--- config.mk ---
export PLATFORM = sky130hd
export DESIGN_NAME = beat_gate_sequencer
export DESIGN_NICKNAME = d
export VERILOG_FILES = /design/src/rtl/beat_gate_sequencer.sv
export SDC_FILE = /design/constraint.sdc
export NUM_CORES = 1
export LEC_CHECK = 0
export CAP_MARGIN = 20
export CORE_ASPECT_RATIO = 1.5
export CORE_UTILIZATION = 25
export DETAILED_ROUTE_END_ITERATION = 6
export SLEW_MARGIN = 25
export SYNTH_ARGS = -nofsm -noshare
export SYNTH_HDL_FRONTEND = slang
export SYNTH_SLANG_ARGS = --single-unit
--- constraint.sdc ---
create_clock -name w_CLK -period 4 [get_ports w_CLK]
set_input_delay 0.8 -clock w_CLK [delete_from_list [all_inputs] [get_ports w_CLK]]
set_output_delay 0.8 -clock w_CLK [all_outputs]
set_load 0.05 [all_outputs]
--- src/rtl/beat_gate_sequencer.sv ---
// Beat sequencer for the serial store machine: counts digits within a beat, steps
// SCAN1 -> ACTION -> SCAN2 -> SCAN3 -> SCAN4, and derives the erase/transfer gates.
module beat_gate_sequencer #(
  parameter int LINE_LENGTH         = 40,
  parameter int INSTR_FUNCTION_BITS = 6,
  parameter int DIGIT_BITS          = $clog2(LINE_LENGTH),
  parameter logic [INSTR_FUNCTION_BITS-1:0] INST_STA = 6'b010100,
  parameter logic [INSTR_FUNCTION_BITS-1:0] INST_JMP = 6'b000000,
  parameter logic [INSTR_FUNCTION_BITS-1:0] INST_NEG = 6'b110110,
  parameter logic [INSTR_FUNCTION_BITS-1:0] INST_SUB = 6'b100110,
  parameter logic [INSTR_FUNCTION_BITS-1:0] INST_CMP = 6'b000101,
  parameter logic [INSTR_FUNCTION_BITS-1:0] INST_STP = 6'b000111
) (
  input  logic                           w_CLK,
  input  logic                           w_RST,
  input  logic                           w_RUN,
  input  logic                           w_KSP,
  input  logic [0:INSTR_FUNCTION_BITS-1] b_FST,
  input  logic                           w_A_SIGN,
  input  logic                           w_KLC,
  input  logic                           w_HA,
  output logic [2:0]                     b_BEAT,
  output logic [DIGIT_BITS-1:0]          b_DIGIT,
  output logic                           w_BEAT_END,
  output logic                           w_PARA_ACTION,
  output logic                           w_SE,
  output logic                           w_ACEG,
  output logic                           w_OTG_EN,
  output logic                           w_CI_SKIP,
  output logic                           w_STOPPED
);

  typedef enum logic [2:0] {
    SCAN1  = 3'd0,
    ACTION = 3'd1,
    SCAN2  = 3'd2,
    SCAN3  = 3'd3,
    SCAN4  = 3'd4
  } beat_t;

  localparam logic [DIGIT_BITS-1:0] LAST_DIGIT = DIGIT_BITS'(LINE_LENGTH - 1);

  beat_t                 beat_q, beat_d;
  logic [DIGIT_BITS-1:0] digit_q, digit_d;
  logic                  stopped_q, stopped_d;
  logic                  halt_q, halt_d;
  logic                  skip_q, skip_d;
  logic                  run_q;
  logic                  last_digit;
  logic                  start;

  always_ff @(posedge w_CLK) begin
    if (w_RST) begin
      beat_q    <= SCAN1;
      digit_q   <= '0;
      stopped_q <= 1'b1;
      halt_q    <= 1'b0;
      skip_q    <= 1'b0;
      run_q     <= 1'b0;
    end else begin
      beat_q    <= beat_d;
      digit_q   <= digit_d;
      stopped_q <= stopped_d;
      halt_q    <= halt_d;
      skip_q    <= skip_d;
      run_q     <= w_RUN;
    end
  end

  // After a halt only a fresh RUN rising edge restarts; a single-shot key always does.
  assign last_digit = (digit_q == LAST_DIGIT);
  assign start      = stopped_q & ((w_RUN & (~halt_q | ~run_q)) | (~w_RUN & w_KSP));

  always_comb begin
    beat_d    = beat_q;
    digit_d   = digit_q;
    stopped_d = stopped_q;
    halt_d    = halt_q;
    skip_d    = skip_q;
    if (stopped_q) begin
      if (start) begin
        stopped_d = 1'b0;
        halt_d    = 1'b0;
      end
    end else if (!last_digit) begin
      digit_d = digit_q + DIGIT_BITS'(1);
    end else begin
      digit_d = '0;
      case (beat_q)
        SCAN1:  beat_d = ACTION;
        ACTION: begin
          beat_d = SCAN2;
          if (b_FST == INST_STP) halt_d = 1'b1;
          if ((b_FST == INST_CMP) && w_A_SIGN) skip_d = 1'b1;
        end
        SCAN2:  beat_d = SCAN3;
        SCAN3:  beat_d = SCAN4;
        default: begin
          beat_d = SCAN1;
          skip_d = 1'b0;
          if (!w_RUN || halt_q) stopped_d = 1'b1;
        end
      endcase
    end
  end

  assign b_BEAT        = beat_q;
  assign b_DIGIT       = digit_q;
  assign w_STOPPED     = stopped_q;
  assign w_BEAT_END    = ~stopped_q & last_digit;
  assign w_PARA_ACTION = ~stopped_q & (beat_q == ACTION);
  // The manual line-clear term bypasses the beat so it works while stopped.
  assign w_SE          = (w_PARA_ACTION & (b_FST == INST_STA)) | (w_KLC & w_HA);
  assign w_ACEG        = w_PARA_ACTION & ((b_FST == INST_JMP) | (b_FST == INST_NEG));
  assign w_OTG_EN      = w_PARA_ACTION &
                         ((b_FST == INST_CMP) | (b_FST == INST_SUB) | (b_FST == INST_NEG));
  assign w_CI_SKIP     = skip_q & (beat_q == SCAN3);

endmodule

==> out/results.ini <==
[sta]
setup_ws_ns=0.345
maxSlewViolCount=0
hold_ws_ns=0.497
finClkSkew_ns=0.00398
hold_viol_final=0
tns_ns=0
rsz0062_at_grt=false
tightest_slew_ns=0.552
max_freq_ghz=0.274
slew_headroom_pct=63.2
fin_crit_ns=3.66
setup_viol=0
timing.final.crit_share_pct=91.4

[die]
die_w_um=46.4
initial_core_util_pct=27.0
die_h_um=68.6
die-area_sq_um=3180
num_rows=23
core_area_sq_um=2730
pin_count=29

[critical_path]
endpoint_kind=output port
start_kind=primary input
rr_endpoint=b_DIGIT[5]$_SDFFE_PP0N_
worst-setup-path-type=primary input to output port
required_ns=3.20
ff2ff_path_depth=3
reg2reg_slack_ns=2.48
r2r_start=w_STOPPED$_SDFF_PP1_
arrival_ns=2.86
critPathMaxFanout=2

[placed_design]
pre_cts_ws_ns=0.350
place_congestion=0.663
dp_hpwl_um=1360
io_buffer_count=28
placed_cell_area_sq_um=1050

[logic_synthesis]
syn_avg_cell_area_sq_um=9.00
yosysTopAreaCellShare_pct=35.3
yosysTopAreaCell=dfxtp_1
synth_flop_cell=dfxtp_1
synth.area.top_cells=dfxtp_1, nor2b_1, a2111oi_4
async_flop_share_pct=0
syn_nets=96
ys_ff_latch=13
yosysUniqueCellTypes=36
synthCells=82
yosysSeqAreaShare_pct=35.3
syn_area_sq_um=738
synth_edf_count=0
ys_warn_count=0

[grt]
track_usage_pct=13.1
grt_max_degree=15
grt_pass1_vias=667
grt_pass1_wl_um=3010
grt_overflow_total=0
antenna_found_initial=0

[clocking]
cts_buffers=3
post_cts_buffers=0
clock_sinks=13
cts.htree.levels=1
clkLatencyLatePin_ns=0.24
cts_root_buf=clkbuf_8
cts_buffer_depth=2
cts-resized-gates=0
clk_pin_slew_ns=0.05
cts_tree=done
ctsHoldBuffers=0

[power]
p_per_area_nw_per_um2=286
p_leak_nw=0.366
irDropWorstVdd_uv=168
power_mw=0.314

[route]
ant_nets=0
first_pass_iters=2
vias_per_cell=5.11
drcViolationCount=0
drt_wl_total_um=1890
vias=761
wl_per_cell_um=12.7
drt-initial-drc-count=12

[layout]
stdcell_area_sq_um=1100
multi_input_area_sq_um=454
fillers=278
area_growth_syn_to_layout_pct=48.5
drive_gt1_share_pct=8.04
ff_latch_area_sq_um=260
nets=127
antenna_cells=0

[flow_run]
drv_cap=0

[hold_path]
holdCritStartpoint=halt_q$_SDFFE_PP0P_
min_delay_path_depth=2
hold_path_class=flip-flop to flip-flop
holdPathEnd=halt_q$_SDFFE_PP0P_

[outcome]
status=completed

==> critical path, stage by stage <==
cell and delay, ns:
clkdlybuf4s50_1 0.42, or4b_4 0.51, nor2_1 0.15, a32o_1 0.18, clkdlybuf4s50_1 0.79
==> metrics by stage <==
step | util [%] | instances
2_1_floorplan | - | 82
3_3_place_gp | 38.4 | 145
3_5_place_dp | 38.4 | 145
4_1_cts | 40.1 | 149
5_1_grt | 40.1 | 149
6_report | 40.1 | 149
==> Yosys cell counts, types with 2 or more instances <==
library cell,count
and3_1,2
nor2_1,6
a21oi_1,2
nand4_1,3
nor4b_1,3
o21ai_0,5
a31oi_1,2
dfxtp_1,13
nor2b_1,5
inv_1,4
nand4b_1,3
nand3_1,2
nand2_1,4
nor3_1,4
xor2_1,3
==> flip-flops by register name, indices dropped and copies added, names as in the netlist <==
| signal | flops |
|---|---|
| b_DIGIT | 6 |
| b_BEAT | 3 |
| halt_q | 1 |
| run_q | 1 |
| skip_q | 1 |
| w_STOPPED | 1 |
==> power by group <==
part / switching (mW) / internal, mW
logic: 0.0294 / 0.0252
clock network: 0.0467 / 0.0703
registers: 0.00774 / 0.134
total: 0.0839 / 0.230
==> cell families after synthesis <==
family          Yosys count  synth area share [%]
xor+xnor                  4                  4.75
compound gates           16                  17.3
buf+inv                   6                  3.22
flops                    13                  35.3
simple gates             41                  36.4
mux                       1                  1.36
fa+ha+maj                 1                  1.69
==> worst max path at each step <==
stage | start | to | depth (start not counted)
final | b_FST[2] | w_SE | 5
after global routing | b_FST[2] | w_SE | 5
after CTS | b_FST[2] | w_SE | 5
after detailed placement | b_FST[2] | w_SE | 5
after global placement | b_FST[2] | w_SE | 5
after floorplan | b_BEAT[0]$_SDFFE_PP0P_ | w_PARA_ACTION | 2
==> cell usage in the layout, fill, tap and decap left out, types with 3 or more instances in the layout <==
cell type / synthesis / layout
clkbuf_8: 0 / 3
nor3_1: 4 / 4
dfxtp_1: 13 / 13
nor2_1: 6 / 6
nand2_1: 4 / 4
o21ai_0: 5 / 5
nor2b_1: 5 / 5
nand4b_1: 3 / 3
nor4b_1: 3 / 3
xor2_1: 3 / 3
inv_1: 4 / 4
clkdlybuf4s50_1: 0 / 26
nand4_1: 3 / 3
==> cell type report <==
class	count	area share [%]
timing repair buffer	28	25.1
multi-input combinational	63	41.4
tap	37	4.22
sequential	13	23.7
clock buffer	4	4.11
inverter	4	1.37
==> per-layer routing <==
layer | vias up | global-route usage [%] | routed length [um]
met5 | - | 0 | 0
met4 | 0 | 7.72 | 34
met3 | 4 | 1.56 | 76
met2 | 26 | 20.7 | 891
met1 | 359 | 16.5 | 887
li1 | 372 | - | -
No activity file was read; power rests on OpenSTA's default activity.
